<file path="src/rtl/lcd_write_engine.sv">
// lcd_write_engine: HD44780 8-bit byte write engine (RS/E/DB timing + waits).
// Optional macro LCD_PWRUP_DELAY_EN adds a power-up hold state after reset.
module lcd_write_engine #(
  parameter int unsigned SETUP_CYC     = 2,
  parameter int unsigned E_HIGH_CYC    = 12,
  parameter int unsigned WAIT_REF_CYC  = 2000,
  parameter int unsigned WAIT_INIT_CYC = 205000,
  parameter int unsigned PWRUP_CYC     = 750000
) (
  input  logic       clk,
  input  logic       rst,
  input  logic       lcd_enable,
  input  logic       mode,
  input  logic [1:0] lcd_cnt,
  input  logic       reg_sel,
  input  logic [7:0] din,
  output logic [1:0] byte_idx,
  output logic       busy,
  output logic       lcd_finish,
  output logic       lcd_e,
  output logic       lcd_rs,
  output logic       lcd_rw,
  output logic [7:0] lcd_db
);

  // every delay must be nonzero and fit the shared 20-bit counter
  if (SETUP_CYC < 2 || E_HIGH_CYC < 1 ||
      WAIT_REF_CYC < 1 || WAIT_INIT_CYC < 1 ||
      PWRUP_CYC < 1 ||
      WAIT_REF_CYC > 1048576 ||
      WAIT_INIT_CYC > 1048576 ||
      PWRUP_CYC > 1048576) begin : g_bad_cfg
    $error("lcd_write_engine: delay parameter out of range");
  end

  typedef enum logic [2:0] {
    S_IDLE,
    S_SETUP,
    S_EHIGH,
    S_WAIT,
    S_DONE
`ifdef LCD_PWRUP_DELAY_EN
    , S_PWRUP
`endif
  } state_t;

  localparam logic [19:0] SETUP_LD = 20'(SETUP_CYC - 1);
  localparam logic [19:0] EHIGH_LD = 20'(E_HIGH_CYC - 1);
  localparam logic [19:0] REF_LD   = 20'(WAIT_REF_CYC - 1);
  localparam logic [19:0] INIT_LD  = 20'(WAIT_INIT_CYC - 1);

`ifdef LCD_PWRUP_DELAY_EN
  localparam state_t      RST_STATE = S_PWRUP;
  localparam logic [19:0] RST_DLY   = 20'(PWRUP_CYC - 1);
`else
  localparam state_t      RST_STATE = S_IDLE;
  localparam logic [19:0] RST_DLY   = 20'd0;
`endif

  state_t      state_q, state_d;
  logic [19:0] dly_q, dly_d;
  logic [1:0]  idx_q, idx_d;
  logic        mode_q, mode_d;
  logic [1:0]  cnt_q, cnt_d;
  logic        rsl_q, rsl_d;
  logic        e_q, e_d;
  logic        rs_q, rs_d;
  logic [7:0]  db_q, db_d;
  logic        fin_q, fin_d;
  logic        busy_q, busy_d;
  logic        dly_zero;
`ifdef LCD_PWRUP_DELAY_EN
  logic        pend_q, pend_d;
`endif

  assign dly_zero = (dly_q == 20'd0);

  // next-state and next-output logic for the write sequencer
  always_comb begin
    state_d = state_q;
    dly_d   = dly_q;
    idx_d   = idx_q;
    mode_d  = mode_q;
    cnt_d   = cnt_q;
    rsl_d   = rsl_q;
    e_d     = e_q;
    rs_d    = rs_q;
    db_d    = db_q;
    fin_d   = 1'b0;
`ifdef LCD_PWRUP_DELAY_EN
    pend_d  = pend_q;
`endif
    unique case (state_q)
      S_IDLE: begin
`ifdef LCD_PWRUP_DELAY_EN
        if (pend_q) begin
          pend_d  = 1'b0;
          state_d = S_SETUP;
          dly_d   = SETUP_LD;
          idx_d   = 2'd0;
          rs_d    = rsl_q;
        end else
`endif
        if (lcd_enable) begin
          mode_d  = mode;
          cnt_d   = lcd_cnt;
          rsl_d   = reg_sel;
          state_d = S_SETUP;
          dly_d   = SETUP_LD;
          idx_d   = 2'd0;
          rs_d    = reg_sel;
        end
      end
`ifdef LCD_PWRUP_DELAY_EN
      S_PWRUP: begin
        if (lcd_enable) begin
          mode_d = mode;
          cnt_d  = lcd_cnt;
          rsl_d  = reg_sel;
          pend_d = 1'b1;
        end
        if (dly_zero) state_d = S_IDLE;
        else          dly_d   = dly_q - 20'd1;
      end
`endif
      S_SETUP: begin
        if (dly_q == SETUP_LD) db_d = din;
        if (dly_zero) begin
          state_d = S_EHIGH;
          dly_d   = EHIGH_LD;
          e_d     = 1'b1;
        end else begin
          dly_d   = dly_q - 20'd1;
        end
      end
      S_EHIGH: begin
        if (dly_zero) begin
          state_d = S_WAIT;
          dly_d   = mode_q ? INIT_LD : REF_LD;
          e_d     = 1'b0;
        end else begin
          dly_d   = dly_q - 20'd1;
        end
      end
      S_WAIT: begin
        if (!dly_zero) begin
          dly_d = dly_q - 20'd1;
        end else if (idx_q == cnt_q) begin
          state_d = S_DONE;
          fin_d   = 1'b1;
          rs_d    = 1'b0;
        end else begin
          state_d = S_SETUP;
          dly_d   = SETUP_LD;
          idx_d   = idx_q + 2'd1;
        end
      end
      S_DONE: begin
        state_d = S_IDLE;
      end
      default: begin
        state_d = S_IDLE;
      end
    endcase
`ifdef LCD_PWRUP_DELAY_EN
    busy_d = (state_d != S_IDLE) || pend_d;
`else
    busy_d = (state_d != S_IDLE);
`endif
  end

  // state, counter and registered panel outputs
  always_ff @(posedge clk or negedge rst) begin
    if (!rst) begin
      state_q <= RST_STATE;
      dly_q   <= RST_DLY;
      idx_q   <= 2'd0;
      mode_q  <= 1'b0;
      cnt_q   <= 2'd0;
      rsl_q   <= 1'b0;
      e_q     <= 1'b0;
      rs_q    <= 1'b0;
      db_q    <= 8'h00;
      fin_q   <= 1'b0;
      busy_q  <= 1'b0;
`ifdef LCD_PWRUP_DELAY_EN
      pend_q  <= 1'b0;
`endif
    end else begin
      state_q <= state_d;
      dly_q   <= dly_d;
      idx_q   <= idx_d;
      mode_q  <= mode_d;
      cnt_q   <= cnt_d;
      rsl_q   <= rsl_d;
      e_q     <= e_d;
      rs_q    <= rs_d;
      db_q    <= db_d;
      fin_q   <= fin_d;
      busy_q  <= busy_d;
`ifdef LCD_PWRUP_DELAY_EN
      pend_q  <= pend_d;
`endif
    end
  end

  assign byte_idx   = idx_q;
  assign busy       = busy_q;
  assign lcd_finish = fin_q;
  assign lcd_e      = e_q;
  assign lcd_rs     = rs_q;
  assign lcd_rw     = 1'b0;
  assign lcd_db     = db_q;

endmodule

</file>
<file path="config.mk">
export PLATFORM = sky130hd
export DESIGN_NAME = lcd_write_engine
export DESIGN_NICKNAME = d
export VERILOG_FILES = /design/src/rtl/lcd_write_engine.sv
export SDC_FILE = /design/constraint.sdc
export NUM_CORES = 1
export LEC_CHECK = 0
export CORE_MARGIN = 10
export CORE_UTILIZATION = 54
export DETAILED_ROUTE_END_ITERATION = 7
export PLACE_DENSITY = 0.79
export SLEW_MARGIN = 20
export SYNTH_ARGS = -nofsm -noshare
export SYNTH_HDL_FRONTEND = slang
export SYNTH_SLANG_ARGS = --single-unit
</file>
<file path="constraint.sdc">
create_clock -name clk -period 2.4 [get_ports clk]
set_input_delay 0.48 -clock clk [delete_from_list [all_inputs] [get_ports clk]]
set_output_delay 0.48 -clock clk [all_outputs]
set_load 0.01 [all_outputs]
</file>
## Yosys cells after proc, flatten, opt, wreduce, memory -nomap -nowiden

Cells that the tools add are included.

- Reduce and logical (&&, ||, !) cells: 12
- Add/subtract/negate cells: 2
- Equal/unequal tests: 12
- Multiplexer cells: 27

Operators by type and width:

| cell | number |
|---|---|
| two-way mux 20 bit | 5 |
| one-hot mux 20 bit (4 select lines) | 1 |
| == test 20 x 1 -> 1 bit (second input constant) | 1 |
| logical NOT 20 bit | 1 |
| subtractor 20 x 1 -> 20 bit (second input constant) | 1 |
| two-way mux 18 bit | 1 |
| two-way mux 3 bit | 5 |
| != test 2 bit (second input constant) | 6 |
| one-hot mux 3 bit (4 select lines) | 1 |
| two-way mux 1 bit | 8 |
| AND reduction 4 bit | 2 |
| == test 3 x 2 -> 1 bit (second input constant) | 2 |
| two-way mux 2 bit | 3 |
| AND reduction 3 bit | 2 |
| one-hot mux 1 bit (2 select lines) | 2 |
| one-hot mux 2 bit (2 select lines) | 1 |
| AND reduction 2 bit | 2 |
| nonzero test 2 bit | 2 |
| nonzero test 4 bit | 1 |
| == test 3 x 1 -> 1 bit (second input constant) | 1 |
| logical NOT 3 bit | 1 |
| != test 3 bit (second input constant) | 1 |
| nonzero test 3 bit | 1 |
| adder 2 x 1 -> 2 bit (second input constant) | 1 |
| == test 2 bit | 1 |

- Register bits: 40
- Input port bits: 15
- Logic and storage cells: 63
- Output and inout port bits: 15

## Logic depth before layout (Yosys ltp)

- Word-level depth: 5
- Mapped depth: 9
- Gate-level depth less buffers: 7

## Least setup slack after synthesis

OpenSTA, ideal clock, no wires.

- Path type: register to register
- From: register dly_q[11]
- To: register dly_q[14]
- Required time: 2.272 ns
- Arrival time: 1.976 ns
- Stages on the path, launching flop included: 10
- Setup time: 0.128 ns
- Buffers on the path: 3
- Clock period less this slack: 2.104 ns
- Path slack: 0.296 ns
- Cells stage by stage: dfrtp_1 > or3_1 > buf_2 > nor4b_4 > a31o_2 > buf_4 > buf_4 > nor2_1 > o21ai_0 > o31ai_1

- Word-level cells in the longest chain between the ends: 3
- Elaborated cells on any way between the ends: 8
- Those cells by class: 1 x add/sub; 1 x eq/ne; 4 x mux; 2 x reduce/logical

Ends and longest elaborated chain:

| item | RTL line | text |
|---|---|---|
| start: declaration | 61 | `logic [19:0] dly_q, dly_d;` |
| start signal: assignment | 191 | `dly_q <= dly_d;` |
| subtractor 20 x 1 -> 20 bit or logical NOT 20 bit (tied branches) | n/a |  |
| two-way mux 20 bit, or another cell as far along | 146 | `if (!dly_zero) begin` |
| one-hot mux 20 bit (4 select lines) or AND reduction 3 bit (tied branches) | n/a |  |

Parallel ways exist; a longest one is shown, timed or not.
A chain may end at the register's enable or synchronous reset.

## Worst setup path after layout

- From: register dly_q[11]
- To: register db_q[1], in the netlist lcd_db[1]

- Word-level cells in the longest chain between the ends: 2

Ends and longest elaborated chain:

| item | RTL line | text |
|---|---|---|
| == test 20 x 1 -> 1 bit | 127 | `if (dly_q == SETUP_LD) db_d = din;` |
| AND reduction 2 bit (no line) | n/a |  |
| end signal: assignment | 183 | `db_q <= 8'h00;` |
| end signal: assignment | 198 | `db_q <= db_d;` |
| end: declaration | 68 | `logic [7:0] db_q, db_d;` |

No other way between the ends.

==> summary.txt <==
Netlist Area Pre-Place - 0.00209 sq mm
Req. time, crit path - 2.58 ns
N_diodes - 0
Post-Route WL - 4620 um
Hold Path Class - primary input to async pin
Most common cell after layout, fill and taps aside - dfrtp_1
Die area - 0.00675 sq mm
First-pass GRT wire length - 7840 um
Commonest non-fill, non-tap cells in the layout - 40 x dfrtp_1, 27 x clkdlybuf4s50_1, 25 x o21ai_0, 23 x nand2_1, 18 x nor2_1
Critical path data arrival time - 2.45 ns
Worst setup SP type - register
H-tree depth - 2
Crit path capture - lcd_db[1]
Pleak - 1.06 nW
Final period util - 0.949
# hold bufs at CTS - 0
Area Overhead vs Synth - 24.5%
CTS tree - done
# Max-Cap Violations - 0
Max Freq - 0.439 GHz
Synth Register Bits - 40
Status - finished clean
CP Depth - 4
Gate power share - 0.026
P_int - 1.10 mW
Power density cells - 517 mW/mm^2
Initial DRC count - 112
Hold Violations, Final - 0
Initial antenna violation count - 0
# port buffers - 28
Clock tree buffer depth - 2
Filler cells - 292
Clock share of power - 0.473
Starting density of the core - 0.566
Crit Path Max Fanout - 8
Routed len/inst - 15.4 um
Post-layout util - 0.705
Final HPWL DP - 3350 um
Final min period - 2.28 ns
Nets - 270
Synthesized area per cell - 9.62 sq um
DRC Markers - 0
Antenna viol nets, final - 0
Die Wd - 82.2 um
Kind of critical path - register to register
Slowest Stage Delay on Critical Path - 0.49 ns
Routability cong. - 0.900
Worst r2r src - dly_q[11]
Worst setup path start - dly_q[11]
Clk_lat worst skew - 0.29 ns
Setup crit end kind - register
Maximum VDD drop - 0.359 mV
Io pins - 30
Slew margin rel. - 0.414
Post-Syn Nets - 235
Via density - 5.83
Slowest CP cell - or3_1
Root Driver - clkbuf_8
Row count - 22
Layout cells sized above 1 - 0.159
Pins Over Slew Limit - 0
R2R cell count - 4
Setup TNS - 0 ns
Largest net degree at the start of global routing - 41
Netlist cell types - 41
Die height - 82.2 um
Clock sinks - 40
Yosys warning count - 0
DR vias - 1748
Initial DRT Pass Iterations - 4
Switch share - 0.180
RSZ-0062 raised after global routing - false
Crit-path cells - or3_1, nor4b_4, and3_1, mux2_2
Flop pwr share - 0.501
Tightest Pin Transition - 0.879 ns
Endpoints failing setup - 0
Total grt overflow - 0
R2R setup slack - 0.12 ns
Vias in the first global route - 1794
Psw - 0.242 mW
Seq/Total Area, Yosys - 0.479
CTS Buf Count - 5
Cells after Synth - 217
Worst flop-to-flop path endpoint - lcd_db[1]
Placeable Area - 0.00369 sq mm
Crit path buffers/inverters - 0
Global Route Usage Sum - 0.146
Worst-path clk slew - 0.08 ns
Top delay family on crit path - simple AND/OR/NAND/NOR gates
Clock Skew - 0.00756 ns
==> synthesized netlist by cell type (all sizes together) <==
| master | count | area (sq um) |
|---|---|---|
| a21o | 2 | 15.0 |
| a21oi | 9 | 45.0 |
| a22o | 1 | 8.76 |
| a31o | 1 | 8.76 |
| a31oi | 5 | 31.3 |
| and2 | 1 | 6.26 |
| and3 | 1 | 6.26 |
| and4b | 1 | 10.0 |
| buf | 7 | 48.8 |
| clkbuf | 4 | 15.0 |
| conb | 1 | 3.75 |
| dfrtp | 40 | 1000 |
| ha | 3 | 37.5 |
| inv | 5 | 18.8 |
| mux2 | 11 | 124 |
| mux2i | 2 | 20.0 |
| nand2 | 23 | 86.3 |
| nand2b | 2 | 12.5 |
| nand3 | 6 | 30.0 |
| nand3b | 1 | 7.51 |
| nand4 | 2 | 27.5 |
| nor2 | 18 | 67.6 |
| nor2b | 1 | 6.26 |
| nor3 | 12 | 65.1 |
| nor3b | 1 | 7.51 |
| nor4 | 6 | 37.5 |
| nor4b | 1 | 23.8 |
| o211ai | 4 | 30.0 |
| o21ai | 26 | 141 |
| o22ai | 1 | 6.26 |
| o31ai | 6 | 45.0 |
| or2 | 2 | 12.5 |
| or3 | 5 | 31.3 |
| or4 | 2 | 15.0 |
| xnor2 | 1 | 8.76 |
| xor2 | 3 | 26.3 |
==> sequential cells by signal, summed over array words and instances, names as in the netlist <==
name / cells
lcd_rs: 1
lcd_db: 8
cnt_q: 2
dly_q: 20
mode_q: 1
state_q: 3
busy: 1
lcd_finish: 1
byte_idx: 2
lcd_e: 1
==> per-stage QoR <==
step / total power [mW] / setup slack, ns / hold slack, ns / cell area (sq um) / std cells
after detailed placement: 0.723 / 0.147 / 0.495 / 2450 / 293
after global routing: 1.39 / 0.0212 / 0.349 / 2600 / 300
after global placement: 0.723 / 0.171 / 0.490 / 2450 / 293
after floorplan: 0.689 / 0.296 / 0.184 / 2090 / 217
final: 1.34 / 0.123 / 0.305 / 2600 / 300
after CTS: 1.36 / 0.145 / 0.331 / 2580 / 300
==> power by group through the flow <==
stage	Combinational [mW]	Sequential, mW	Clock (mW)
2_1_floorplan	0.00239	0.687	0
3_3_place_gp	0.0360	0.687	0
3_5_place_dp	0.0365	0.687	0
4_1_cts	0.0365	0.673	0.649
5_1_grt	0.0391	0.673	0.681
6_report	0.0353	0.673	0.635
==> logic make-up after synthesis <==
family,Yosys count,share of synthesized area
simple gates,85,0.217
flops,40,0.479
compound gates,55,0.159
mux,13,0.0689
xor+xnor,4,0.0168
buf+inv,16,0.0395
other cells,1,0.00180
fa+ha+maj,3,0.0180
==> layout make-up <==
class                   instances  area, sq um  area share
multi-input cells             161         1020       0.393
inverters                       5         18.8     0.00722
well taps                      48         60.1      0.0231
flip-flops and latches         40         1000       0.385
clock buffers                   5         68.8      0.0265
repair buffers                 39          370       0.142
clock inverters                 2         60.1      0.0231
==> worst register-to-register path, delay by kind of cell, from the launching register on <==
kind / cells / cell delay [ns]
flip-flops: 1 / 0.41
AND/OR/NAND/NOR: 3 / 1.37
multiplexers: 1 / 0.39
==> how the worst min path moves through the flow <==
stage	start	endpoint	slack, ns	depth (start not counted)
after floorplan	rst	busy	0.18	0
after global placement	lcd_db[4]	lcd_db[4]	0.49	1
after detailed placement	lcd_db[0]	lcd_db[0]	0.50	1
after CTS	rst	cnt_q[1]	0.33	1
after global routing	rst	cnt_q[1]	0.35	1
final	rst	cnt_q[1]	0.30	1
==> timing repair <==
| action | in CTS | in global routing |
|---|---|---|
| endpoints found under the setup margin | 0 | 7 |
| setup buffers | 0 | 0 |
| resized for setup | 0 | 3 |
| hold endpoints to repair | 0 | 0 |
==> layer usage <==
metal | global-route usage | routed length, um
met1 | 0.168 | 2060
met3 | 0.0389 | 209
met4 | 0.0680 | 89
met2 | 0.248 | 2270
met5 | 0 | 0
(Power assumes the default switching activity.)
